==> config.mk <==
export PLATFORM = sky130hd
export DESIGN_NAME = cla_seq_multiplier
export DESIGN_NICKNAME = d
export VERILOG_FILES = /design/src/rtl/cla_seq_multiplier_pkg.sv /design/src/rtl/cla16x16.sv /design/src/rtl/cla_seq_multiplier.sv
export SDC_FILE = /design/constraint.sdc
export NUM_CORES = 1
export LEC_CHECK = 0
export CAP_MARGIN = 20
export CORE_UTILIZATION = 43
export DETAILED_ROUTE_END_ITERATION = 16
export PLACE_DENSITY = 0.72
export RECOVER_POWER = 25
export SLEW_MARGIN = 20
export SYNTH_ARGS = -nofsm -noshare
export SYNTH_HDL_FRONTEND = slang
export SYNTH_SLANG_ARGS = --single-unit
==> constraint.sdc <==
create_clock -name clk_i -period 3.95 [get_ports clk_i]
set_input_delay 0.79 -clock clk_i [delete_from_list [all_inputs] [get_ports clk_i]]
set_output_delay 0.79 -clock clk_i [all_outputs]
set_load 0.05 [all_outputs]
==> src/rtl/cla_seq_multiplier_pkg.sv <==
// Shared constants and state type for the sequential CLA shift-and-add multiplier.
package cla_seq_multiplier_pkg;

  localparam logic [1:0] ST_IDLE = 2'd0;
  localparam logic [1:0] ST_RUN  = 2'd1;
  localparam logic [1:0] ST_DONE = 2'd2;

  localparam int unsigned MUL_WIDTH = 16;
  localparam int unsigned MUL_ITERS = 16;

  typedef enum logic [1:0] {
    StIdle = ST_IDLE,
    StRun  = ST_RUN,
    StDone = ST_DONE
  } mul_state_e;

endpackage

==> src/rtl/cla16x16.sv <==
// 16-bit carry-lookahead adder: four 4-bit groups with a second-level group lookahead.
module cla16x16
  import cla_seq_multiplier_pkg::*;
(
  input  logic [MUL_WIDTH-1:0] a_i,
  input  logic [MUL_WIDTH-1:0] b_i,
  input  logic                 cin_i,
  output logic [MUL_WIDTH-1:0] sum_o,
  output logic                 cout_o
);

  logic [15:0] g, p;
  logic [3:0]  gg, pg;
  logic        gc1, gc2, gc3, gc4;
  logic [3:0]  gcin;

  assign g = a_i & b_i;
  assign p = a_i ^ b_i;

  always_comb begin
    gg = '0;
    pg = '0;
    for (int k = 0; k < 4; k++) begin
      gg[k] = g[4*k+3] | (p[4*k+3] & g[4*k+2]) | (p[4*k+3] & p[4*k+2] & g[4*k+1]) |
              (p[4*k+3] & p[4*k+2] & p[4*k+1] & g[4*k]);
      pg[k] = &p[4*k +: 4];
    end
  end

  // Group carries fully expanded so no carry ripples between groups.
  assign gc1 = gg[0] | (pg[0] & cin_i);
  assign gc2 = gg[1] | (pg[1] & gg[0]) | (pg[1] & pg[0] & cin_i);
  assign gc3 = gg[2] | (pg[2] & gg[1]) | (pg[2] & pg[1] & gg[0]) |
               (pg[2] & pg[1] & pg[0] & cin_i);
  assign gc4 = gg[3] | (pg[3] & gg[2]) | (pg[3] & pg[2] & gg[1]) |
               (pg[3] & pg[2] & pg[1] & gg[0]) | (pg[3] & pg[2] & pg[1] & pg[0] & cin_i);
  assign gcin = {gc3, gc2, gc1, cin_i};
  assign cout_o = gc4;

  always_comb begin
    logic c;
    sum_o = '0;
    c     = 1'b0;
    for (int k = 0; k < 4; k++) begin
      c = gcin[k];
      for (int j = 0; j < 4; j++) begin
        sum_o[4*k+j] = p[4*k+j] ^ c;
        c            = g[4*k+j] | (p[4*k+j] & c);
      end
    end
  end

endmodule

==> src/rtl/cla_seq_multiplier.sv <==
// Sequential 16x16 unsigned shift-and-add multiplier reusing one cla16x16 per iteration.
// Optional ZERO_SKIP_EN: a zero operand goes straight to DONE with product 0.
module cla_seq_multiplier
  import cla_seq_multiplier_pkg::*;
#(
  parameter int unsigned WIDTH = 16,
  parameter int unsigned CNT_W = 5
) (
  input  logic               clk_i,
  input  logic               rst_i,
  input  logic               in_valid_i,
  output logic               in_ready_o,
  input  logic [WIDTH-1:0]   in_a_i,
  input  logic [WIDTH-1:0]   in_b_i,
  output logic               out_valid_o,
  input  logic               out_ready_i,
  output logic [2*WIDTH-1:0] out_product_o,
  output logic               busy_o
);

  mul_state_e       state_q, state_d;
  logic [WIDTH-1:0] mcand_q, mcand_d;
  logic [WIDTH-1:0] acc_q, acc_d;
  logic [WIDTH-1:0] mplr_q, mplr_d;
  logic [CNT_W-1:0] cnt_q, cnt_d;

  logic [WIDTH-1:0] addend;
  logic [WIDTH-1:0] sum;
  logic             cout;

  assign addend = mplr_q[0] ? mcand_q : '0;

  cla16x16 u_adder (
    .a_i   (acc_q),
    .b_i   (addend),
    .cin_i (1'b0),
    .sum_o (sum),
    .cout_o(cout)
  );

  always_comb begin
    state_d = state_q;
    mcand_d = mcand_q;
    acc_d   = acc_q;
    mplr_d  = mplr_q;
    cnt_d   = cnt_q;
    unique case (state_q)
      StIdle: begin
        if (in_valid_i) begin
          mcand_d = in_a_i;
          mplr_d  = in_b_i;
          acc_d   = '0;
          cnt_d   = '0;
          state_d = StRun;
`ifdef ZERO_SKIP_EN
          if (in_a_i == '0 || in_b_i == '0) begin
            mplr_d  = '0;
            state_d = StDone;
          end
`endif
        end
      end
      StRun: begin
        // Carry-out lands in acc's MSB: a 33-bit right shift of {cout, sum, mplr}.
        {acc_d, mplr_d} = {cout, sum, mplr_q[WIDTH-1:1]};
        cnt_d           = cnt_q + CNT_W'(1);
        if (cnt_q == CNT_W'(MUL_ITERS - 1)) begin
          state_d = StDone;
        end
      end
      StDone: begin
        if (out_ready_i) begin
          state_d = StIdle;
        end
      end
      default: state_d = StIdle;
    endcase
  end

  always_ff @(posedge clk_i or posedge rst_i) begin
    if (rst_i) begin
      state_q <= StIdle;
      mcand_q <= '0;
      acc_q   <= '0;
      mplr_q  <= '0;
      cnt_q   <= '0;
    end else begin
      state_q <= state_d;
      mcand_q <= mcand_d;
      acc_q   <= acc_d;
      mplr_q  <= mplr_d;
      cnt_q   <= cnt_d;
    end
  end

  assign in_ready_o    = (state_q == StIdle);
  assign out_valid_o   = (state_q == StDone);
  assign busy_o        = (state_q != StIdle);
  assign out_product_o = {acc_q, mplr_q};

endmodule

==> impl.org <==
** Run status
- Outcome :: finished clean

** Yosys
- The share of synthesized area in the top cell type comes to between 40% and 50%.
- Yosys printed 0 warnings.
- Synthesized area per cell :: 10.44 um^2
- Portion of the post-synthesis area used by sequential elements :: roughly 45%
- In this run, distinct cell masters in the synthesized netlist total 30.
- Of all cell types, the one taking the most synthesized area is sky130_fd_sc_hd__dfrtp_1.
- Syn Inst Count :: 290
- Dominant cells by area after synthesis :: sky130_fd_sc_hd__dfrtp_1 45%, sky130_fd_sc_hd__ha_1 7.4%, sky130_fd_sc_hd__fa_1 7.3%, sky130_fd_sc_hd__mux2_2 6.0%, sky130_fd_sc_hd__mux2i_1 5.3%
- The synthesized netlist occupies a cell area of a little over 0.003 mm^2.
- When the netlist entered floorplanning its net count stood at ~360.
- Post-synthesis sequential element count :: 55

** Clock tree
- Clock buffer count from CTS :: 5
- Clock sink total :: 55
- TritonCTS built the clock tree.
- Clock-pin slew was measured on the worst setup and hold paths at 90 ps.
- Root buffer selected by CTS :: sky130_fd_sc_hd__clkbuf_8
- The number of setup buffers added after CTS is 0.
- Worst-Skew Late Latency :: about 300 ps
- CTS built an H-tree with a depth of 2.
- Total of hold buffers inserted after clock tree synthesis :: 0
- Worst-case clock buffer depth :: 2
- Once the clock tree was built, the resizer swapped 0 gates to a different size.

** Final layout
- Register Area :: between 0.001 and 0.0015 mm^2
- In the final layout, the multi-input gates occupy between 0.001 and 0.0015 mm^2.
- From synthesis to final layout, the design area changed by 28.43%.
- The number of antenna diodes in the final layout is 0.
- The post-route netlist has under 10% of its cells at a drive strength greater than 1.
- Measured on the finished design, the core utilization comes to 57.24%.
- Fillcell total :: 610
- Top library cells by usage in the layout, fill and taps aside :: 69 x sky130_fd_sc_hd__clkdlybuf4s50_1, 55 x sky130_fd_sc_hd__dfrtp_1, 37 x sky130_fd_sc_hd__nand2_1
- At the end of the flow, the number of nets in the layout was approximately 420.
- The library cell used most frequently in the layout, excluding fill and tap cells, is sky130_fd_sc_hd__clkdlybuf4s50_1.
- The count of cells in the finished layout, fillers not included, comes to roughly 450.

** Place
- During placement, the flow inserted port buffers numbering 70.
- Routability congestion estimate from global placement :: 0.8236
- Prior to clock tree synthesis, the placed netlist has a worst setup slack of between 400 and 500 ps.
- Once placement completed, the tool counted placed cells totaling 445.
- HPWL reported at the end of detailed placement :: around 4.5 mm

** Floorplanning
- After floorplanning, the core was divided into 30 placement rows.
- During I/O placement, the number of pins put on the boundary was 71.
- Total Die Area :: roughly 0.0074 mm^2
- Starting Density :: between 40 and 50%
- Chip Height :: roughly 86 um
- Die X :: roughly 86 um
- The total area inside the core boundary comes to 0.006794 mm^2.

** Power
- Largest vdd supply drop :: around 0.39 mV
- In this run the power density over the cells is between 900 and 1000 mW/mm^2.
- Static leakage :: 0.001686 uW

** Setup path
- The critical path goes through and2_1 -> ha_1 -> nand2_1 -> o21a_1 -> o31a_2 -> nor3_2 -> nor2_1 -> fa_1 -> fa_1 -> fa_1 -> xor2_1 -> o22ai_1.
- Of all nets on the critical path, the largest fanout is 13.
- The worst setup path is launched from a flop.
- Highest-delay cell along the critical path :: sky130_fd_sc_hd__dfrtp_1
- Among cell families on the critical path, the largest total delay comes from adder cells.
- WP data arrival :: about 3700 ps
- Count of buffer and inverter cells on the critical path :: 0
- STA classifies the critical path endpoint as a flop.
- In this design, the stage delay of the slowest critical-path cell is ~530 ps.
- STA puts the critical path data required time at about 4100 ps.
- The critical path is of the flop to flop type.
- Worst path most repeated cell :: sky130_fd_sc_hd__fa_1

** Routing
- Iteration-0 DRC count of the detailed router :: roughly 100
- The detail route stage leaves a number of antenna-violating nets equal to 0.
- Routed len/inst :: 13.42 um
- For this block, the via count after detailed routing is about 2200.
- In the routed layout, each cell is associated on average with a via count of around 5.
- First-pass DRT Iterations :: 4
- Routed Wire Length :: between 6 and 7 mm
- Remaining DRCs :: 0

** STA
- Setup skew after layout :: roughly 8.4 ps
- The final-report max-slew violation count came to 0.
- Post-route minimum period :: approximately 3500 ps
- Setup repair after global routing left no endpoint under its margin.
- Final Hold Fails :: 0
- After layout, the worst path uses a little under 90% of the clock period.
- Setup violations remaining at the end of the flow were counted as 0.
- Headroom to the max-slew limit came out at 10.04%.
- Post-route worst setup slack :: 428.8 ps
- For this run, the top clock speed supported by timing is roughly 280 MHz.
- Setup tns final :: 0 ps
- Least-Margin Pin Slew :: about 1300 ps

** Job
- Max Cap Violations :: 0

** GRT
- Global routing finished with a remaining overflow of 0.
- Initial antenna violation count :: 0
- Vias in the first global route :: 2281
- Maximum number of pins on one net before global-route repair :: 56
- The first global-routing pass estimated 10.40 mm of wire.
- Global routing used between 15 and 20% of the available tracks across all layers.

** Hold path
- The path class of the tightest hold or removal check is flop to flop.
-- metal layers --
layer  vias up  track usage, %  share of wire [%]
li1       1108               -                  -
met1      1061           23.61                 47
met2        55           30.30                 48
met3         4           4.042                4.3
met4         0           4.091               0.62
met5         -               0                  0
-- registers in the layout, summed over array words and instances, names as in the netlist --
signal and cells:
mplr_q 16, mcand_q 16, acc_q 16, state_q 2, cnt_q 5
-- cell usage after synthesis --
cell                         n
sky130_fd_sc_hd__a21o_1      2
sky130_fd_sc_hd__a21oi_1    23
sky130_fd_sc_hd__and2_1      6
sky130_fd_sc_hd__and3_1      1
sky130_fd_sc_hd__buf_1       2
sky130_fd_sc_hd__buf_2       2
sky130_fd_sc_hd__buf_4       3
sky130_fd_sc_hd__buf_6       2
sky130_fd_sc_hd__clkbuf_1    6
sky130_fd_sc_hd__dfrtp_1    55
sky130_fd_sc_hd__fa_1       11
sky130_fd_sc_hd__ha_1       18
sky130_fd_sc_hd__inv_1      29
sky130_fd_sc_hd__mux2_2     16
sky130_fd_sc_hd__mux2i_1    16
sky130_fd_sc_hd__nand2_1    37
sky130_fd_sc_hd__nand2b_1    2
sky130_fd_sc_hd__nand3_1     2
sky130_fd_sc_hd__nand4_1     1
sky130_fd_sc_hd__nor2_1     19
sky130_fd_sc_hd__nor2b_1     1
sky130_fd_sc_hd__nor3_2      1
sky130_fd_sc_hd__o2111ai_1   1
sky130_fd_sc_hd__o21a_1      2
sky130_fd_sc_hd__o21ai_0     5
sky130_fd_sc_hd__o21bai_1    2
sky130_fd_sc_hd__o22ai_1    17
sky130_fd_sc_hd__o2bb2ai_1   1
sky130_fd_sc_hd__o31a_2      2
sky130_fd_sc_hd__xor2_1      5
-- through the flow --
stage	total power (uW)	hold WS, ps	cell area [um^2]
global route	4083	534.8	3889
detailed placement	3473	495.4	3810
finish	3751	511.2	3889
global placement	3413	485.5	3810
floorplan	2807	472.0	3028
CTS	3793	517.2	3891
-- power by group --
part	internal, uW	switching (uW)	leakage (uW)
Sequential	853	228	0.000639
Combinational	979	1390	0.00100
Clock	125	177	0.0000422
Total	1960	1790	0.00169
-- layout make-up --
type / count / area share, %
clock buffer: 7 / 1.963
tap: 96 / 3.089
sequential: 55 / 35.39
multi-input combinational: 191 / 37.58
timing repair buffer: 74 / 19.05
clock inverter: 1 / 0.1287
inverter: 29 / 2.799
-- logic make-up (layout without fill, tap and decap cells) --
kind of cell	Yosys count	count (layout)	share of synthesized area, %
simple gates	70	70	9.876
flops	55	55	45.45
fa+ha+maj	29	29	14.71
mux	32	32	11.24
xor+xnor	5	5	1.446
compound gates	55	55	10.87
buf+inv	44	111	6.405
-- final timing paths --
path | startpoint | endpoint | slack, ps | cells after the start
worst max-delay path | mplr_q[0] | acc_q[14] | 430 | 12
worst min-delay path | mcand_q[15] | mcand_q[15] | 510 | 1
worst max register to register | mplr_q[0] | acc_q[14] | 430 | 12
worst min register to register | mcand_q[15] | mcand_q[15] | 510 | 1
max in group asynchronous | rst_i | mplr_q[6] | 1780 | 3
min in group asynchronous | rst_i | state_q[1] | 1370 | 3
Power figures use the tool's default switching activity.
